<file path="src/rtl/serial_seq_pkg.sv">
// serial_seq_pkg: shared state encoding, counter width helper and default sizing for the serial adder sequencer
package serial_seq_pkg;
    typedef enum logic [2:0] {
        IDLE    = 3'd0,
        LOAD    = 3'd1,
        COMPUTE = 3'd2,
        CAPTURE = 3'd3,
        UNLOAD  = 3'd4,
        DONE    = 3'd5
    } state_t;

    localparam int DEF_DATA_WIDTH  = 32;
    localparam int DEF_ADD_LATENCY = 2;

    function automatic int cnt_w(input int w);
        return (w <= 2) ? 1 : $clog2(w);
    endfunction
endpackage

</file>
<file path="src/rtl/serial_adder_seq_if.sv">
// serial_adder_seq_if: host handshake and datapath strobes of the serial adder sequencer
// master: drives start/abort, observes status and strobes; slave: the sequencer side
interface serial_adder_seq_if #(
    parameter int CNT_W = serial_seq_pkg::cnt_w(serial_seq_pkg::DEF_DATA_WIDTH)
);
    logic             start;
    logic             abort;
    logic             busy;
    logic             done;
    logic             shift_in_en;
    logic             add_en;
    logic             out_load;
    logic             shift_out_en;
    logic [CNT_W-1:0] bit_idx;

    modport master (
        output start, abort,
        input  busy, done, shift_in_en, add_en, out_load, shift_out_en, bit_idx
    );

    modport slave (
        input  start, abort,
        output busy, done, shift_in_en, add_en, out_load, shift_out_en, bit_idx
    );
endinterface

</file>
<file path="src/rtl/phase_counter.sv">
// phase_counter: saturating phase counter with clear, enable and terminal flag
// ports: clk, resetn (async, active-high), clear, en, term -> cnt, last (cnt == term)
module phase_counter #(
    parameter int CNT_W = 5
) (
    input  logic             clk,
    input  logic             resetn,
    input  logic             clear,
    input  logic             en,
    input  logic [CNT_W-1:0] term,
    output logic [CNT_W-1:0] cnt,
    output logic             last
);
    assign last = cnt == term;

    // holds at the terminal value instead of wrapping
    always_ff @(posedge clk or posedge resetn) begin
        if (resetn) cnt <= '0;
        else if (clear) cnt <= '0;
        else if (en && !last) cnt <= cnt + CNT_W'(1);
    end
endmodule

</file>
<file path="src/rtl/serial_adder_seq.sv">
// serial_adder_seq: frame sequencer for the bit-serial adder (load, compute, capture, unload)
// ports: clk, resetn (async, active-high), bus (slave: start/abort in; busy, done, strobes, bit_idx out)
module serial_adder_seq
    import serial_seq_pkg::*;
#(
    parameter int DATA_WIDTH  = DEF_DATA_WIDTH,
    parameter int ADD_LATENCY = DEF_ADD_LATENCY
) (
    input  logic               clk,
    input  logic               resetn,
    serial_adder_seq_if.slave  bus
);
    localparam int CNT_W = cnt_w(DATA_WIDTH);
    localparam logic [CNT_W-1:0] W_TERM = CNT_W'(DATA_WIDTH - 1);
    localparam logic [CNT_W-1:0] L_TERM = CNT_W'(ADD_LATENCY > 0 ? ADD_LATENCY - 1 : 0);

    state_t           state, state_nxt;
    logic [CNT_W-1:0] cnt;
    logic             last;

    always_comb begin
        state_nxt = state;
        if (bus.abort) state_nxt = IDLE;
        else begin
            case (state)
                IDLE:    state_nxt = bus.start ? LOAD : IDLE;
                LOAD:    state_nxt = last ? (ADD_LATENCY == 0 ? CAPTURE : COMPUTE) : LOAD;
                COMPUTE: state_nxt = last ? CAPTURE : COMPUTE;
                CAPTURE: state_nxt = UNLOAD;
                UNLOAD:  state_nxt = last ? DONE : UNLOAD;
                DONE:    state_nxt = bus.start ? LOAD : IDLE;
                default: state_nxt = IDLE;
            endcase
        end
    end

    always_ff @(posedge clk or posedge resetn) begin
        if (resetn) state <= IDLE;
        else state <= state_nxt;
    end

    // one counter serves every phase; it restarts from zero on each phase change
    phase_counter #(.CNT_W(CNT_W)) u_cnt (
        .clk    (clk),
        .resetn (resetn),
        .clear  (state_nxt != state),
        .en     (state == LOAD || state == COMPUTE || state == UNLOAD),
        .term   (state == COMPUTE ? L_TERM : W_TERM),
        .cnt    (cnt),
        .last   (last)
    );

    assign bus.busy         = state == LOAD || state == COMPUTE || state == CAPTURE || state == UNLOAD;
    assign bus.done         = state == DONE;
    assign bus.shift_in_en  = state == LOAD;
    assign bus.add_en       = state == COMPUTE;
    assign bus.out_load     = state == CAPTURE;
    assign bus.shift_out_en = state == UNLOAD;
    assign bus.bit_idx      = (state == LOAD || state == UNLOAD) ? cnt : '0;
endmodule

</file>
<file path="src/flat_wrapper.sv">
// flat-port wrapper written by rule: the top's interface ports become plain ports
module serial_adder_seq_flat import serial_seq_pkg::*;
#(
    parameter int DATA_WIDTH  = DEF_DATA_WIDTH,
    parameter int ADD_LATENCY = DEF_ADD_LATENCY
)
  (clk, resetn, bus_start, bus_abort, bus_busy, bus_done, bus_shift_in_en, bus_add_en, bus_out_load, bus_shift_out_en, bus_bit_idx);
  serial_adder_seq_if #(.CNT_W(5)) bus_i ();
  input  logic clk;
  input  logic resetn;
  input wire logic [$bits(bus_i.start)-1:0] bus_start;
  input wire logic [$bits(bus_i.abort)-1:0] bus_abort;
  output wire logic [$bits(bus_i.busy)-1:0] bus_busy;
  output wire logic [$bits(bus_i.done)-1:0] bus_done;
  output wire logic [$bits(bus_i.shift_in_en)-1:0] bus_shift_in_en;
  output wire logic [$bits(bus_i.add_en)-1:0] bus_add_en;
  output wire logic [$bits(bus_i.out_load)-1:0] bus_out_load;
  output wire logic [$bits(bus_i.shift_out_en)-1:0] bus_shift_out_en;
  output wire logic [$bits(bus_i.bit_idx)-1:0] bus_bit_idx;
  assign bus_i.start = bus_start;
  assign bus_i.abort = bus_abort;
  assign bus_busy = bus_i.busy;
  assign bus_done = bus_i.done;
  assign bus_shift_in_en = bus_i.shift_in_en;
  assign bus_add_en = bus_i.add_en;
  assign bus_out_load = bus_i.out_load;
  assign bus_shift_out_en = bus_i.shift_out_en;
  assign bus_bit_idx = bus_i.bit_idx;
  serial_adder_seq #(.DATA_WIDTH(DATA_WIDTH), .ADD_LATENCY(ADD_LATENCY)) u_core (.clk(clk), .resetn(resetn), .bus(bus_i));
endmodule
</file>
<file path="config.mk">
export PLATFORM = sky130hd
export DESIGN_NAME = serial_adder_seq_flat
export DESIGN_NICKNAME = d
export VERILOG_FILES = /design/src/rtl/serial_seq_pkg.sv /design/src/rtl/serial_adder_seq_if.sv /design/src/rtl/phase_counter.sv /design/src/rtl/serial_adder_seq.sv /design/src/flat_wrapper.sv
export SDC_FILE = /design/constraint.sdc
export NUM_CORES = 1
export LEC_CHECK = 0
export ABC_CLOCK_PERIOD_IN_PS = 2000
export BUFFER_PORTS_ARGS = -buffer_cell sky130_fd_sc_hd__buf_4
export CAP_MARGIN = 30
export CORE_UTILIZATION = 45
export DETAILED_ROUTE_END_ITERATION = 7
export PLACE_DENSITY_LB_ADDON = 0.1
export SLEW_MARGIN = 20
export SYNTH_ARGS = -nofsm -noshare
export SYNTH_HDL_FRONTEND = slang
export SYNTH_SLANG_ARGS = --single-unit
</file>
<file path="constraint.sdc">
create_clock -name clk -period 2 [get_ports clk]
set_clock_uncertainty 0.15 [all_clocks]
set_input_delay 0.2 -clock clk [delete_from_list [all_inputs] [get_ports clk]]
set_output_delay 0.2 -clock clk [all_outputs]
set_load 0.005 [all_outputs]
</file>
Word-level counts from Yosys, hierarchy flattened. Index checks and enable logic that the tools add are counted.

Register bits after elaboration: 8. Input port bits: 4. Output and inout port bits: 11. Logic and storage cells: 30.

$add $sub $neg: 1. Equal/unequal tests: 7. Mux-type cells: 10. Reductions and logical operators: 10.

Operators by type and width (number): $mux W5 (4); $pmux W3 S5 (1); $eq A3 B2 Y1 const B (2); $eq A3 B3 Y1 const B (2); $add A5 B1 Y5 const B (1); $eq A5 B5 Y1 (1); $logic_or A1 B1 Y1 (5); $eq A3 B1 Y1 const B (1); $logic_not A3 Y1 (1); $mux W1 (3); $mux W3 (1); $ne A3 B3 Y1 (1); $mux W2 (1); $reduce_bool A2 Y1 (1); $reduce_or A2 Y1 (1); $logic_and A1 B1 Y1 (1); $logic_not A1 Y1 (1).

Longest topological paths before layout.
Depth in word-level cells: 8. Depth in mapped cells: 7. Depth with buffers taken out: 5.

By module. Synthesis repeated with hierarchy kept, for this count alone.

Cells, all modules: 85. Area, all modules: 733.2 um^2.

Modules (own cells, without submodules): phase_counter (times used 1, cells each 41, area each 376.6 um^2, sequential area each 125.1 um^2); serial_adder_seq (times used 1, cells each 44, area each 356.6 um^2, sequential area each 75.1 um^2).

Worst setup path after synthesis. OpenSTA, ideal clock, no wires.

Path kind: register to register. Start: register u_core.state[0]. End: register u_core.u_cnt.cnt[1]. Setup time: 0.129 ns. Data arrival time: 1.536 ns. Data required time: 1.721 ns. Slack: 0.185 ns. Stages on the path, launching flop included: 7. Buffers on the path: 1. Period minus slack after synthesis: 1.815 ns. Path through: dfrtp_1 buf_6 nor3b_4 mux2_4 a21oi_2 mux2i_1 nor2_1.

Cells in the longest elaborated chain, start to end: 8. Elaborated cells on any way between the ends: 21. Classes of those cells: 7 x eq/ne; 7 x mux; 7 x reduce/logical.

RTL lines: start, declared (RTL line serial_adder_seq.sv:17) `state_t state, state_nxt;`; start signal, assigned (RTL line serial_adder_seq.sv:39) `else state <= state_nxt;`; $eq A3 B2 Y1 *; named net bus_add_en (RTL line flat_wrapper.sv:16) `output wire logic [$bits(bus_i.add_en)-1:0] bus_add_en;`; $mux W5 (RTL line serial_adder_seq.sv:48) `.term (state == COMPUTE ? L_TERM : W_TERM),`; $eq A5 B5 Y1 (RTL line phase_counter.sv:14) `assign last = cnt == term;`; $mux W1 / $mux W2 (equally long branches) (RTL line serial_adder_seq.sv:28, serial_adder_seq.sv:30, serial_adder_seq.sv:27); $pmux W3 S5 (RTL line serial_adder_seq.sv:25) `case (state)`; $mux W3 (RTL line serial_adder_seq.sv:23) `if (bus.abort) state_nxt = IDLE;`; $ne A3 B3 Y1 (RTL line serial_adder_seq.sv:46) `.clear (state_nxt != state),`; $mux W5 / $reduce_bool A2 Y1 (equally long branches); end signal, assigned (RTL line phase_counter.sv:20) `else if (en && !last) cnt <= cnt + CNT_W'(1);`; end, declared (RTL line phase_counter.sv:11) `output logic [CNT_W-1:0] cnt,`.

Mark *: on every way through the listed nets, which the timed path passes. The rest lies on a longest branch. A chain may end at the register's enable or synchronous reset.

Worst setup path in the final report.
Start: register u_core.state[0]. End: register u_core.u_cnt.cnt[1].

Cells in the longest elaborated chain, start to end: 8. Elaborated cells on any way between the ends: 21. Classes of those cells: 7 x eq/ne; 7 x mux; 7 x reduce/logical.

RTL lines (RTL line): $eq A3 B2 Y1 (serial_adder_seq.sv:25, serial_adder_seq.sv:47, serial_adder_seq.sv:48); $mux W5 (serial_adder_seq.sv:48); $eq A5 B5 Y1 (phase_counter.sv:14); $mux W1 / $mux W2 (equally long branches) (serial_adder_seq.sv:28, serial_adder_seq.sv:30, serial_adder_seq.sv:27); $pmux W3 S5 (serial_adder_seq.sv:25); $mux W3 (serial_adder_seq.sv:23); $ne A3 B3 Y1 (serial_adder_seq.sv:46); $mux W5 / $reduce_bool A2 Y1 (equally long branches).

Several ways; a longest one is shown, not always the timed one.

==> results.ini <==
[synth]
synth_seq_cells=8
synth_area_leaders=dfrtp_1 29%, xnor2_1 6.4%, a211oi_2 5.5%, and3_1 5.5%, nor2_1 5.5%
yosysWarnings=0
synth_fp_nets=86
async_reset_ff_share_pct=100
yosysSeqAreaShare_pct=29.1
synth_top_area_share_pct=29.1
synth_ff_type=dfrtp_1
synth_largest_area_cell=dfrtp_1
postSynthCellCount=81
ys_types=32
netlist_area_um2=688
synth_enable_flop_cells=0
synth_area_per_cell_um2=8.50

[grt]
grt_antenna_before_repair=0
grt_overflow=0
grt_pass1_wl_um=2380
grt_use_total_pct=21.8
first_global_vias=548
grt_max_degree=15

[clock_network]
clock-sinks=8
tritoncts=built
cts_buffers=3
cts_setup_buffers=0
cts_resized=0
max-clock-path-buffers=2
insertion_delay_ns=0.24
cts-htree-levels=1
cts_hold_buf=1
clkTransAtPathRegs_ns=0.05
cts_root_buf=clkbuf_4

[setup_path]
critPathLaunchType=flop
crit_slowest_cell=dfrtp_1
path_cells=nor3b_4, mux2_4, a21oi_2, mux2i_1, nor2_1
path_delay_family=multiplexers
crit_fanout=8
path_class=flop to flop
arrival_ns=1.83
crit_path_end_kind=flop
critPathRequiredTime_ns=1.97
critPathBufInv=0
cpPeakStageDelay_ns=0.48

[floorplanning]
ios=15
rows=13
die-area_mm2=0.00169
die-height_um=41.1
floorplan.initialDensity_pct=50.4
die_x_um=41.1
coreArea_mm2=0.00137

[finish]
syn_to_final_growth_pct=22.9
stdcell_area_um2=846
finalNetCount=106
multi_input_area_um2=425
final_layout_size_suffix_gt1_share_pct=31.3
regArea_um2=200
diodes=0
nFillCells=134

[run]
drv_cap=0

[sta]
setup_viol=0
period_share_pct=93.0
clock.fmax_mhz=538
maxSlewViolCount=0
final_hold_viol_count=0
maxSlewHeadroom_pct=74.9
period_minus_slack_ns=1.86
setup-tns-final_ns=0
worst_slew_pin_slew_ns=0.371
grt_setup_unrepaired=no

[route]
drt-pass1-iter-count=4
finalWirelength_um=1560
antenna_left=0
wire_per_inst_um=13.7
drcViolationCount=0
vias_per_cell=5.81
vias=662
dr.first_iter.drc_count=15

[status]
outcome=finished, final reports clean

[power_and_ir_drop]
cellPowerDensity_mw_per_mm2=515
leakage_nw=0.388
power_mw=0.435
peakVddDrop_mv=0.385

[placement]
dpl.hpwl_um=1240
place_congestion=0.757
port_buffers=14
placed_area_um2=813

[min_path]
hp-class=primary input to flop

cell type report:
class                      count  share of cell area, %
inverter                       5                   2.22
clock buffer                   3                   2.66
tap                           15                   2.22
sequential                     8                   23.7
multi-input combinational     62                   50.3
timing repair buffer          21                   18.9
logic make-up (layout without fill, tap and decap cells):
logic type,count (synthesis),in the layout,share of synthesized area (%)
compound gates,18,18,21.3
xor+xnor,6,6,7.64
fa+ha+maj,1,1,1.82
buf+inv,11,29,9.09
flops,8,8,29.1
mux,2,2,3.64
simple gates,35,35,27.5
per-layer routing:
metal / GRT usage (%) / part of all wire (%) / up-vias
li1: - / - / 327
met1: 32.3 / 50 / 310
met2: 29.7 / 44 / 23
met3: 2.17 / 5.1 / 2
met4: 13.7 / 0.77 / 0
met5: 0 / 0 / -
sequential cells by signal, summed over array words and instances, names as in the netlist:
signal            count
u_core.state          3
u_core.u_cnt.cnt      5
final timing paths:
path | from | slack, ns | depth (start not counted) | to
min in group asynchronous | resetn | 0.31 | 3 | u_core.state[1]
max in group asynchronous | resetn | 1.16 | 3 | u_core.u_cnt.cnt[2]
hold / removal | bus_abort | 0.02 | 2 | u_core.state[2]
setup / recovery | u_core.state[0] | 0.14 | 5 | u_core.u_cnt.cnt[1]
setup reg to reg | u_core.state[0] | 0.14 | 5 | u_core.u_cnt.cnt[1]
hold reg to reg | u_core.u_cnt.cnt[3] | 0.46 | 3 | u_core.state[0]
metrics by stage:
stage | utilization (%) | hold slack (ns) | worst slack, ns | std cells
3_5_place_dp | 59.5 | 0.0224 | 0.145 | 110
5_1_grt | 61.9 | 0.00208 | 0.0295 | 114
4_1_cts | 61.9 | 0.00569 | 0.135 | 114
3_3_place_gp | 59.5 | 0.0165 | 0.163 | 110
2_1_floorplan | - | -0.134 | 0.185 | 81
6_report | 61.9 | 0.0201 | 0.141 | 114
Yosys cell counts (2+ instances only):
cell      count
a211oi_1      2
a211oi_2      3
a21oi_2       2
inv_1         5
dfrtp_1       8
nor2_1       10
buf_6         2
nand2_1       5
and3_1        6
nor3_1        3
xnor2_1       5
buf_2         2
o21ai_0       4
a21oi_1       3
nand3_1       4
cells in the final DEF, fill, tap and decap left out, types with 2 or more instances in the layout:
cell type  count
nand3_1        4
and3_1         6
nor2_1        10
a21oi_1        3
dfrtp_1        8
inv_1          5
a211oi_1       2
nor3_1         3
nand2_1        5
a21oi_2        2
xnor2_1        5
clkbuf_4       3
o21ai_0        4
buf_4         20
a211oi_2       3
report_power, final:
group | total, mW | leakage, nW | switching (mW) | internal [mW]
clock network | 0.117 | 0.0138 | 0.0486 | 0.0682
registers | 0.198 | 0.109 | 0.0231 | 0.175
logic | 0.120 | 0.266 | 0.0653 | 0.0547
(Power assumes the default switching activity.)
